**src/rtl/piano_pkg.sv**
```systemverilog
// Constants shared by the piano key front end and the square-drawing datapath.
package piano_pkg;

  localparam int unsigned NUM_KEYS = 3;

  localparam logic [1:0] KEY_DO = 2'd0;
  localparam logic [1:0] KEY_RE = 2'd1;
  localparam logic [1:0] KEY_MI = 2'd2;

  typedef enum logic {
    IDLE,
    ISSUE
  } draw_state_t;

  localparam logic [2:0] COLOUR_DO   = 3'b100;
  localparam logic [2:0] COLOUR_RE   = 3'b010;
  localparam logic [2:0] COLOUR_MI   = 3'b001;
  localparam logic [2:0] COLOUR_DARK = 3'b000;

  localparam logic [7:0] KEY_X_DO = 8'd0;
  localparam logic [7:0] KEY_X_RE = 8'd64;
  localparam logic [7:0] KEY_X_MI = 8'd128;
  localparam logic [6:0] KEY_Y    = 7'd87;

  // Index arithmetic modulo NUM_KEYS; callers pass at most 2*NUM_KEYS-1.
  function automatic logic [1:0] key_wrap(input logic [2:0] idx);
    return (idx >= 3'(NUM_KEYS)) ? 2'(idx - 3'(NUM_KEYS)) : idx[1:0];
  endfunction

  function automatic logic [2:0] key_colour(input logic [1:0] key, input logic on);
    logic [2:0] c;
    c = COLOUR_DARK;
    if (on) begin
      case (key)
        KEY_DO:  c = COLOUR_DO;
        KEY_RE:  c = COLOUR_RE;
        KEY_MI:  c = COLOUR_MI;
        default: c = COLOUR_DARK;
      endcase
    end
    return c;
  endfunction

  function automatic logic [7:0] key_x(input logic [1:0] key);
    logic [7:0] x;
    case (key)
      KEY_DO:  x = KEY_X_DO;
      KEY_RE:  x = KEY_X_RE;
      KEY_MI:  x = KEY_X_MI;
      default: x = KEY_X_DO;
    endcase
    return x;
  endfunction

endpackage

```
**src/rtl/piano_key_ctrl_debounce.sv**
```systemverilog
// Two-flop synchroniser plus counter debounce for one active-low key.
module key_debounce #(
  parameter int unsigned DEBOUNCE_CYCLES = 500000,
  parameter int unsigned CNT_W           = 19
) (
  input  logic clk,
  input  logic resetn,
  input  logic key_n,
  output logic st,
  output logic chg
);

  localparam logic [CNT_W-1:0] CNT_LAST = CNT_W'(DEBOUNCE_CYCLES - 1);

  logic             sync1;
  logic             sync2;
  logic [CNT_W-1:0] cnt;

  always_ff @(posedge clk) begin
    if (!resetn) begin
      sync1 <= 1'b1;
      sync2 <= 1'b1;
      st    <= 1'b1;
      cnt   <= '0;
      chg   <= 1'b0;
    end else begin
      sync1 <= key_n;
      sync2 <= sync1;
      chg   <= 1'b0;
      if (sync2 == st) begin
        cnt <= '0;
      end else if (cnt == CNT_LAST) begin
        st  <= ~st;
        cnt <= '0;
        chg <= 1'b1;
      end else begin
        cnt <= cnt + 1'b1;
      end
    end
  end

endmodule

```
**src/rtl/piano_key_ctrl.sv**
```systemverilog
// Key front end: three debouncers, per-key pending commands, round-robin
// arbiter and a valid/ready draw-command issuer.
module piano_key_ctrl
  import piano_pkg::*;
#(
  parameter int unsigned DEBOUNCE_CYCLES = 500000,
  parameter int unsigned CNT_W           = 19
) (
  input  logic       clk,
  input  logic       resetn,
  input  logic [2:0] key_n,
  input  logic       draw_ready,
  output logic       draw_valid,
  output logic [1:0] draw_key,
  output logic       draw_on,
  output logic [2:0] key_down
);

  logic [NUM_KEYS-1:0] st;
  logic [NUM_KEYS-1:0] chg;
  logic [NUM_KEYS-1:0] pend;
  logic [NUM_KEYS-1:0] pend_on;
  logic [NUM_KEYS-1:0] req;
  logic [1:0]          ptr;
  logic [1:0]          sel;
  logic                sel_vld;
  logic                sel_on;
  logic                take;
  draw_state_t         state;

  for (genvar k = 0; k < NUM_KEYS; k++) begin : g_key
    key_debounce #(
      .DEBOUNCE_CYCLES(DEBOUNCE_CYCLES),
      .CNT_W          (CNT_W)
    ) u_debounce (
      .clk   (clk),
      .resetn(resetn),
      .key_n (key_n[k]),
      .st    (st[k]),
      .chg   (chg[k])
    );
  end

  assign key_down = ~st;

  // A fresh chg pulse is arbitrated directly so an idle issuer answers in one
  // cycle; an already-pending key issues its stored level first.
  assign req = pend | chg;

  always_comb begin
    sel     = '0;
    sel_vld = 1'b0;
    for (int unsigned i = 0; i < NUM_KEYS; i++) begin
      if (!sel_vld && req[key_wrap(3'(ptr) + 3'(i))]) begin
        sel     = key_wrap(3'(ptr) + 3'(i));
        sel_vld = 1'b1;
      end
    end
    sel_on = pend[sel] ? pend_on[sel] : ~st[sel];
    take   = (state == IDLE) && sel_vld;
  end

  always_ff @(posedge clk) begin
    if (!resetn) begin
      state      <= IDLE;
      ptr        <= '0;
      pend       <= '0;
      pend_on    <= '0;
      draw_valid <= 1'b0;
      draw_key   <= '0;
      draw_on    <= 1'b0;
    end else begin
      for (int unsigned k = 0; k < NUM_KEYS; k++) begin
        if (chg[k]) begin
          pend_on[k] <= ~st[k];
          // Consumed only when this very pulse is what gets issued now.
          pend[k]    <= !(take && sel == 2'(k) && !pend[k]);
        end else if (take && sel == 2'(k)) begin
          pend[k] <= 1'b0;
        end
      end

      case (state)
        IDLE: begin
          if (sel_vld) begin
            draw_key   <= sel;
            draw_on    <= sel_on;
            draw_valid <= 1'b1;
            state      <= ISSUE;
          end
        end
        ISSUE: begin
          if (draw_ready) begin
            draw_valid <= 1'b0;
            ptr        <= key_wrap(3'(draw_key) + 3'd1);
            state      <= IDLE;
          end
        end
        default: state <= IDLE;
      endcase
    end
  end

endmodule

```
**config.mk**
```make
export PLATFORM = sky130hd
export DESIGN_NAME = piano_key_ctrl
export DESIGN_NICKNAME = d
export VERILOG_FILES = /design/src/rtl/piano_pkg.sv /design/src/rtl/piano_key_ctrl_debounce.sv /design/src/rtl/piano_key_ctrl.sv
export SDC_FILE = /design/constraint.sdc
export NUM_CORES = 1
export LEC_CHECK = 0
export BUFFER_PORTS_ARGS = -buffer_cell sky130_fd_sc_hd__buf_2
export CAP_MARGIN = 5
export CELL_PAD_IN_SITES_DETAIL_PLACEMENT = 0
export CELL_PAD_IN_SITES_GLOBAL_PLACEMENT = 1
export CORE_ASPECT_RATIO = 0.6
export CORE_MARGIN = 1.5
export CORE_UTILIZATION = 35
export DETAILED_ROUTE_END_ITERATION = 8
export PLACE_DENSITY_LB_ADDON = 0.1
export SLEW_MARGIN = 10
export SYNTH_ARGS = -nofsm -noshare
export SYNTH_HDL_FRONTEND = slang
export SYNTH_HIERARCHICAL = 1
export SYNTH_SLANG_ARGS = --single-unit
export TNS_END_PERCENT = 5
```
**constraint.sdc**
```tcl
create_clock -name clk -period 2.9 [get_ports clk]
set_clock_uncertainty 0.2 [all_clocks]
set_input_delay 0.58 -clock clk [delete_from_list [all_inputs] [get_ports clk]]
set_output_delay 0.58 -clock clk [all_outputs]
set_load 0.05 [all_outputs]
```
==> flow_metrics.tcl, run 1 <==
set metrics [dict create \
    status "finished, final reports clean" \
    powerDensity_nw_per_um2 558 \
    drc 0 \
    vdd_drop_max_v 0.000340 \
    num_vias 2996 \
    critPathLaunchType "register" \
    first_pass_iters 4 \
    drv_slew 0 \
    ant_nets 0 \
    syn-instance-count 435 \
    fmax_mhz 386 \
    cts_buffer_depth 2 \
    yosysUniqueCellTypes 52 \
    fin_setup_tns_ns 0 \
    ys_seq_area_share_pct 43.0 \
    grt_pass1_wl_um 14000 \
    min_period_ns 2.59 \
    first_iter_violations 224 \
    static-leakage-power_uw 0.00131 \
    drt-total-wl_um 8070 \
    synth_area_um2 3820 \
    design.die.area_um2 11600 \
    end_kind "register" \
    yosys.area.top_type "dfxtp_1" \
    max_cap_viol_count 0 \
    grt_pass1_vias 2766 \
    rows 29 \
    clock_sinks 82 \
    netlist_top_cells_area "dfxtp_1 (43%), xnor2_1 (7.6%), nor2_1 (6.1%)" \
    antenna_found_initial 0 \
    yosys.area.top_type_share_pct 43.0 \
    gp_congestion 0.797 \
    drive_gt1_share_pct 10.7 \
    whs_ns 0.208 \
    ys_warn_count 6 \
    worst_pin_slew_ns 0.549 \
    vias_per_cell 5.01 \
    ios 13 \
    clk_latency_ns 0.34 \
    cts_setup_buffers 0 \
    syn_avg_cell_area_um2 8.78 \
    reg2regPathDepth 8 \
    synth_seq_cells 82 \
    synth-edff-count 0 \
    grt_usage_pct 15.4 \
    dp_hpwl_um 5760 \
    setup_violations 0 \
    clk_pin_slew_worst_paths_ns 0.06 \
    dieHeight_um 83.9 \
    critPathMaxFanout 13 \
    hp-class "reg2reg" \
    syn_to_final_growth_pct 14.2 \
    criticalPathCategory "reg2reg" \
    r2r_setup_slack_ns 0.31 \
    nets 467 \
    rr_endpoint "pend[1]$_SDFFE_PN0P_" \
    wl_per_cell_um 13.5 \
    hold_viol_final 0 \
    yosys_most_used_dff "dfxtp_1" \
    arrival_ns 2.62 \
    overflow 0 \
    cts_buffers 9 \
    synth_commonest_cells "dfxtp_1 (82), nor2_1 (62), xnor2_1 (33), nand2_1 (32), nand3_1 (23)" \
    clock-root-buffer "clkbuf_16" \
    synth_fp_nets 448 \
    async_reset_ff_share_pct 0 \
    initial_utilization_pct 36.1 \
    period_share_pct 89.3 \
    synth.most_common_cell "dfxtp_1" \
    grt_max_degree 18 \
    min_from "g_key[0].u_debounce/sync1$_SDFF_PN1_" \
    p_total_uw 2430 \
    cts_hold_buf 0 \
    min_path_cells 1 \
    antenna_cells 0 \
    dieWidth_um 138 \
    max-slew-margin-rel_pct 63.1 \
    hold-path-endpoint "g_key[0].u_debounce/sync2$_SDFF_PN1_" \
    cts_tree "done" \
    rr_startpoint "ptr[0]$_SDFFE_PN0P_" \
    port_buffers 12 \
    grt_setup_unrepaired "false" \
    core_um2 10600 \
    fin_ws_ns 0.312 \
    place_worst_setup_slack_ns 0.315 \
    cts_resized 0 \
    nFillCells 1059 \
    cts_max_level 3 \
    required_ns 2.93 \
]
critical path, cell delays in order, from the launching register on:
cell and delay (ns):
dfxtp_1 0.35, inv_1 0.07, ha_1 0.48, o21ai_0 0.18
nand2_1 0.09, o31ai_1 0.11, a21o_1 0.26, or4_1 0.52
a31o_1 0.22
flip-flops by register name, summed over array words and instances (netlist names), 3 cells and up:
| name | count |
|---|---|
| g_key.u_debounce/st | 3 |
| pend | 3 |
| g_key.u_debounce/chg | 3 |
| g_key.u_debounce/sync2 | 3 |
| g_key.u_debounce/sync1 | 3 |
| pend_on | 3 |
| g_key.u_debounce/cnt | 57 |
layout by cell type, fill, tap and decap left out, types with 3 or more instances in the layout:
cell,synthesis,layout
o211ai_1,3,3
or2_2,3,3
a211oi_1,7,7
o31ai_1,5,5
dfxtp_1,82,82
nor4_1,15,15
nand4bb_1,3,3
or2_0,3,3
o21ai_0,12,12
nand3_1,23,23
xor2_1,12,12
nor3_1,15,15
buf_4,1,3
nand2b_1,6,6
nand2_1,32,32
or4_4,3,3
or4b_2,3,3
o21bai_4,3,3
o41ai_1,3,3
and4_1,3,3
ha_1,7,7
nor2_1,62,62
buf_2,1,12
clkbuf_8,0,3
a21oi_1,18,18
clkbuf_16,0,9
or3b_2,3,3
or3_1,5,5
or4_1,7,7
xnor2_1,33,33
inv_1,21,21
nand4_1,12,12
layer usage:
layer / up-vias / global-route usage [%] / routed length [um]
li1: 1594 / - / -
met1: 1351 / 24.4 / 4730
met2: 43 / 19.0 / 2920
met3: 8 / 4.49 / 325
met4: 0 / 4.83 / 91
met5: - / 0 / 0
cells by family after synthesis:
logic type | count (synthesis) | share of synthesized area (%)
flops | 82 | 43.0
xor+xnor | 45 | 10.3
compound gates | 64 | 12.1
fa+ha+maj | 8 | 2.55
mux | 2 | 0.524
buf+inv | 28 | 3.47
simple gates | 206 | 28.1
power by group:
group,internal (uW),total [uW],switching [uW],leakage (uW)
clock network,823,1270,449,0.000165
logic,8.50,25.9,17.4,0.000479
registers,1130,1130,3.45,0.000662
total,1960,2430,470,0.00131
final cells by class:
class / count / area (um2) / share of cell area (%)
multi-input combinational: 325 / 2050 / 46.9
sequential: 82 / 1640 / 37.6
timing repair buffer: 15 / 82.6 / 1.89
clock buffer: 12 / 267 / 6.11
inverter: 21 / 78.8 / 1.81
clock inverter: 4 / 72.6 / 1.66
tap: 139 / 174 / 3.99
worst max path at each step:
stage | from | end | slack, ns | cells past startpoint
after floorplan | ptr[0]$_SDFFE_PN0P_ | pend[1]$_SDFFE_PN0P_ | 0.49 | 8
after global placement | ptr[0]$_SDFFE_PN0P_ | pend[1]$_SDFFE_PN0P_ | 0.36 | 8
after detailed placement | ptr[0]$_SDFFE_PN0P_ | pend[1]$_SDFFE_PN0P_ | 0.32 | 8
after CTS | ptr[0]$_SDFFE_PN0P_ | pend[1]$_SDFFE_PN0P_ | 0.30 | 8
after global routing | ptr[0]$_SDFFE_PN0P_ | pend[1]$_SDFFE_PN0P_ | 0.11 | 8
final | ptr[0]$_SDFFE_PN0P_ | pend[1]$_SDFFE_PN0P_ | 0.31 | 8
stage by stage:
step           instances  area (um2)  utilization, %
2_1_floorplan        435        3820               -
3_3_place_gp         582        4020            38.0
3_5_place_dp         582        4020            38.0
4_1_cts              598        4360            41.2
5_1_grt              598        4360            41.2
6_report             598        4360            41.2
Note: power is estimated with default switching activity, not from simulation.
==> run 2, diff against run 1 <==
--- a/config.mk
+++ b/config.mk
@@ -17,6 +17,5 @@
 export SLEW_MARGIN = 10
 export SYNTH_ARGS = -nofsm -noshare
 export SYNTH_HDL_FRONTEND = slang
-export SYNTH_HIERARCHICAL = 1
 export SYNTH_SLANG_ARGS = --single-unit
 export TNS_END_PERCENT = 5
==> run 2 against run 1 <==
Compared with the run above:
- die area down 4.2%
- first-iteration DRC count down 49%
- non-clock buffer count down 1
- area after synthesis down 4.4%
- core utilization up 0.11 points
- final area down 5.2%
- worst setup slack worse by 0.14 ns
- critical path depth down 1
- highest routed layer unchanged
==> flow_metrics.tcl, run 2 <==
set metrics [dict create \
    status "finished, final reports clean" \
    nFillCells 1055 \
    dp_hpwl_um 5230 \
    critPathLaunchType "register" \
    core_um2 10000 \
    seq_area_um2 1640 \
    ant_nets 0 \
    synth_commonest_cells "dfxtp_1 (82), nor2_1 (79), nand2_1 (33), xor2_1 (32), nand3_1 (27)" \
    grt_pass1_wl_um 12600 \
    netlist_top_cells_area "dfxtp_1 (45%), nor2_1 (8.1%), xor2_1 (7.7%)" \
    fin_setup_tns_ns 0 \
    first_iter_violations 114 \
    yosys_most_used_dff "dfxtp_1" \
    clk_pin_slew_worst_paths_ns 0.06 \
    first_pass_iters 4 \
    drive_gt1_share_pct 9.24 \
    syn_to_final_growth_pct 13.2 \
    synth_seq_cells 82 \
    vdd_drop_max_v 0.000303 \
    min_period_ns 2.73 \
    syn_avg_cell_area_um2 8.76 \
    synth_fp_nets 430 \
    period_share_pct 94.1 \
    cts_hold_buf 0 \
    fin_cells 568 \
    grt_setup_unrepaired "false" \
    worst_pin_slew_ns 0.519 \
    cts_max_level 3 \
    synth-edff-count 0 \
    num_vias 2758 \
    required_ns 2.92 \
    cts_buffer_depth 2 \
    path_buf_inv 1 \
    crit_chain "inv_1, ha_1, or3b_4, a211oi_2, nor2_2, mux2_4, o311a_1" \
    drt-total-wl_um 7280 \
    cts_buffers 9 \
    cp_slowest_cell "ha_1" \
    end_kind "register" \
    ys_seq_area_share_pct 44.9 \
    min_path_cells 1 \
    synth_area_um2 3650 \
    max-slew-margin-rel_pct 65.1 \
    powerDensity_nw_per_um2 575 \
    overflow 0 \
    regMostFlops "g_key.u_debounce.cnt" \
    syn-instance-count 417 \
    grt_usage_pct 14.8 \
    cp_top_family "compound AO/OA/AOI/OAI gates" \
    gp_congestion 0.764 \
    ios 13 \
    critPathMaxFanout 12 \
    fmax_mhz 367 \
    synth.most_common_cell "dfxtp_1" \
    reg2regPathDepth 7 \
    async_reset_ff_share_pct 0 \
    vias_per_cell 4.86 \
    yosysUniqueCellTypes 50 \
    arrival_ns 2.75 \
    setup_violations 0 \
    antenna_cells 0 \
    dieWidth_um 135 \
    nets 441 \
    clock-root-buffer "clkbuf_16" \
    hp-class "reg2reg" \
    wl_per_cell_um 12.8 \
    dieHeight_um 82.2 \
    cts_tree "done" \
    port_buffers 12 \
    initial_utilization_pct 36.5 \
    final_cell_mix "dfxtp_1 (82), nor2_1 (79), nand2_1 (33)" \
    design.die.area_um2 11100 \
    slowest_delay_ns 0.50 \
    max_cap_viol_count 0 \
    dp_cells 552 \
    largest_reg_flops 57 \
    drv_slew 0 \
    hold_viol_final 0 \
    clock_sinks 82 \
    yosys.area.top_type "dfxtp_1" \
    antenna_found_initial 0 \
    grt_max_degree 20 \
    final_common_cell "dfxtp_1" \
    rows 28 \
    grt_pass1_vias 2581 \
    yosys.area.top_type_share_pct 44.9 \
    drc 0 \
    crit_cells 7 \
    static-leakage-power_uw 0.00138 \
    multi_input_area_um2 1910 \
    ys_warn_count 0 \
    criticalPathCategory "reg2reg" \
    clk_latency_ns 0.34 \
]
==> run 2: worst register-to-register path, stage by stage, from the launching register on <==
cell	delay, ns
dfxtp_1	0.35
inv_1	0.08
ha_1	0.51
or3b_4	0.47
a211oi_2	0.29
nor2_2	0.10
mux2_4	0.30
o311a_1	0.32
==> run 2: report_power, final <==
group	total [uW]	switching (uW)	internal [uW]	leakage, uW
logic	98.2	65.6	32.7	0.000572
clock network	1130	461	668	0.000143
registers	1150	11.1	1140	0.000662
==> run 2: logic make-up (layout without fill, tap and decap cells) <==
group	Yosys count	in the layout	synth area share (%)
fa+ha+maj	8	8	2.67
buf+inv	27	43	2.91
simple gates	208	208	27.6
compound gates	30	30	6.61
mux	8	8	2.36
flops	82	82	44.9
xor+xnor	54	54	12.9
==> run 2: routing by layer <==
layer | up-vias | part of all wire (%) | GRT usage [%]
li1 | 1439 | - | -
met1 | 1275 | 57 | 21.0
met2 | 32 | 38 | 20.9
met3 | 12 | 3.5 | 4.64
met4 | 0 | 1.6 | 5.59
met5 | - | 0 | 0
==> run 2: cell type report <==
cell class / count / share of cell area [%]
Tap cell: 135 / 4.08
Clock buffer: 10 / 5.54
Inverter: 13 / 1.18
Clock inverter: 6 / 1.57
Timing Repair Buffer: 14 / 1.81
Multi-Input combinational cell: 308 / 46.1
Sequential cell: 82 / 39.7
==> run 2: path summary, 6_finish.rpt <==
check / start / end / slack (ns)
setup / recovery: ptr[0]$_SDFFE_PN0P_ / draw_on$_SDFFE_PN0P_ / 0.17
hold / removal: g_key[1].u_debounce.sync1$_SDFF_PN1_ / g_key[1].u_debounce.sync2$_SDFF_PN1_ / 0.21
hold reg to reg: g_key[1].u_debounce.sync1$_SDFF_PN1_ / g_key[1].u_debounce.sync2$_SDFF_PN1_ / 0.21
setup reg to reg: ptr[0]$_SDFFE_PN0P_ / draw_on$_SDFFE_PN0P_ / 0.17
==> run 2: per-stage QoR <==
stage                     utilization [%]  worst slack (ns)  instance area (um2)  hold slack, ns  total power (uW)
final                                41.3             0.172                 4140           0.205              2380
after global routing                 41.3            0.0362                 4140           0.208              2480
after CTS                            41.3             0.187                 4140           0.206              2420
after detailed placement             38.3             0.175                 3840           0.193              1280
after global placement               38.3             0.254                 3840           0.192              1280
after floorplan                         -             0.497                 3650           0.186              1250
==> run 2: repair_timing <==
item / CTS / global route
setup endpoints to repair: 0 / 1
gates resized for setup: 0 / 1
buffers inserted: 0 / 0
==> run 3, diff against run 2 <==
--- a/config.mk
+++ b/config.mk
@@ -12,6 +12,7 @@
 export CORE_ASPECT_RATIO = 0.6
 export CORE_MARGIN = 1.5
 export CORE_UTILIZATION = 35
+export CTS_BUF_LIST = sky130_fd_sc_hd__clkbuf_4 sky130_fd_sc_hd__clkbuf_8
 export DETAILED_ROUTE_END_ITERATION = 8
 export PLACE_DENSITY_LB_ADDON = 0.1
 export SLEW_MARGIN = 10
==> run 3 against run 2 <==
Compared with the run above:
- non-clock buffer count stayed put
- power decreased by 13%
- sequential power barely moved
- worst setup slack gained 0.0023 ns
- global-route usage about the same
- count of clock-buffer cells in the layout did not move
- largest cell class unchanged
==> flow_metrics.tcl, run 3 (synthesis results as in run 2) <==
set metrics [dict create \
    drv_slew 0 \
    rows 28 \
    critPathLaunchType "register" \
    end_kind "register" \
    wl_per_cell_um 12.8 \
    clock-root-buffer "clkbuf_8" \
    fin_area_um2 4040 \
    setup_violations 0 \
    pwr-share-seq_pct 55.3 \
    critPathMaxFanout 12 \
    p_sw_uw 500 \
    cts_buffers 9 \
    cts_max_level 3 \
    core_um2 10000 \
    powerDensity_nw_per_um2 515 \
    grt_pass1_wl_um 12600 \
    p_total_uw 2080 \
    hp-class "in2reg" \
    worst_pin_slew_ns 0.570 \
    grt_max_degree 20 \
    antenna_cells 0 \
    clkPwrFrac_pct 40.0 \
    p_int_uw 1580 \
    grt_pass1_vias 2569 \
    max_cap_viol_count 0 \
    design.die.area_um2 11100 \
    arrival_ns 2.78 \
    fmax_mhz 367 \
    max-slew-margin-rel_pct 61.7 \
    criticalPathCategory "reg2reg" \
    r2r_setup_slack_ns 0.17 \
    dp_hpwl_um 5230 \
    cts_setup_buffers 0 \
    final_common_cell "dfxtp_1" \
    clk_latency_ns 0.36 \
    fin_setup_tns_ns 0 \
    static-leakage-power_uw 0.00133 \
    dp_cells 552 \
    clk_pin_slew_worst_paths_ns 0.08 \
    antenna_found_initial 0 \
    cts_tree "done" \
    min_period_ns 2.73 \
    drt-total-wl_um 7250 \
    hold_viol_final 0 \
    drive_gt1_share_pct 9.47 \
    regMostFlops "g_key.u_debounce.cnt" \
    place_worst_setup_slack_ns 0.175 \
    first_pass_iters 4 \
    port_buffers 12 \
    vias_per_cell 4.84 \
    initial_utilization_pct 36.5 \
    dieHeight_um 82.2 \
    ant_nets 0 \
    final_cell_mix "dfxtp_1 (82), nor2_1 (79), nand2_1 (33)" \
    status "finished, final reports clean" \
    drc 0 \
    num_vias 2748 \
    fin_ws_ns 0.175 \
    overflow 0 \
    first_iter_violations 119 \
    vdd_drop_max_v 0.000240 \
    nets 441 \
    ios 13 \
    clock_sinks 82 \
    largest_reg_flops 57 \
    switching_share_pct 24.0 \
    dieWidth_um 135 \
    cts_buffer_depth 2 \
    combPwrFrac_pct 4.7 \
    syn_to_final_growth_pct 10.5 \
    period_share_pct 94.0 \
    grt_usage_pct 14.8 \
    fin_cells 568 \
    grt_setup_unrepaired "false" \
    gp_congestion 0.764 \
    required_ns 2.95 \
    dpl_cell_area_um2 3840 \
]
## run 3: cell types whose count changed in the layout (fill, tap and decap cells not counted)
cell,delta
clkbuf_16,-9
clkbuf_1,-1
clkbuf_8,+9
clkbuf_4,+1
## run 3: worst paths after layout
path | to | cells after the start | start
setup / recovery | draw_on$_SDFFE_PN0P_ | 7 | ptr[0]$_SDFFE_PN0P_
hold / removal | g_key[0].u_debounce.sync1$_SDFF_PN1_ | 2 | key_n[0]
hold reg to reg | g_key[1].u_debounce.sync2$_SDFF_PN1_ | 1 | g_key[1].u_debounce.sync1$_SDFF_PN1_
setup reg to reg | draw_on$_SDFFE_PN0P_ | 7 | ptr[0]$_SDFFE_PN0P_
## run 3: layout make-up
type	instances	area [um2]
clock inverter	6	65.1
sequential	82	1640
multi-input combinational	308	1910
inverter	13	48.8
tap	135	169
clock buffer	10	131
timing repair buffer	14	75.1
fill	1070	5980
## run 3: power by group through the flow
stage / clock (uW) / combinational, uW / sequential (uW)
2_1_floorplan: 0 / 58.1 / 1190
3_3_place_gp: 0 / 98.7 / 1180
3_5_place_dp: 0 / 99.6 / 1180
4_1_cts: 881 / 99.8 / 1150
5_1_grt: 927 / 109 / 1150
6_report: 832 / 98.3 / 1150
## run 3: worst max-delay path, stage by stage (launching register included)
cell	delay, ns
dfxtp_1	0.36
inv_1	0.08
ha_1	0.51
or3b_4	0.47
a211oi_2	0.28
nor2_2	0.10
mux2_4	0.30
o311a_1	0.32
## run 3: timing repair
action	4_1_cts	5_1_grt
hold buffers	0	0
setup endpoints to repair	0	1
gates resized for setup	0	1
## run 3: per-stage QoR
step	util, %	hold WS [ns]
3_5_place_dp	38.3	0.193
6_report	40.3	0.195
3_3_place_gp	38.3	0.192
2_1_floorplan	-	0.186
5_1_grt	40.3	0.167
4_1_cts	40.3	0.166
## run 3: routing by layer
metal / wire length, um / global-route usage (%) / vias up
li1: - / - / 1443
met5: 0 / 0 / -
met4: 95 / 5.27 / 0
met1: 4100 / 21.0 / 1262
met3: 254 / 4.82 / 11
met2: 2800 / 20.7 / 32
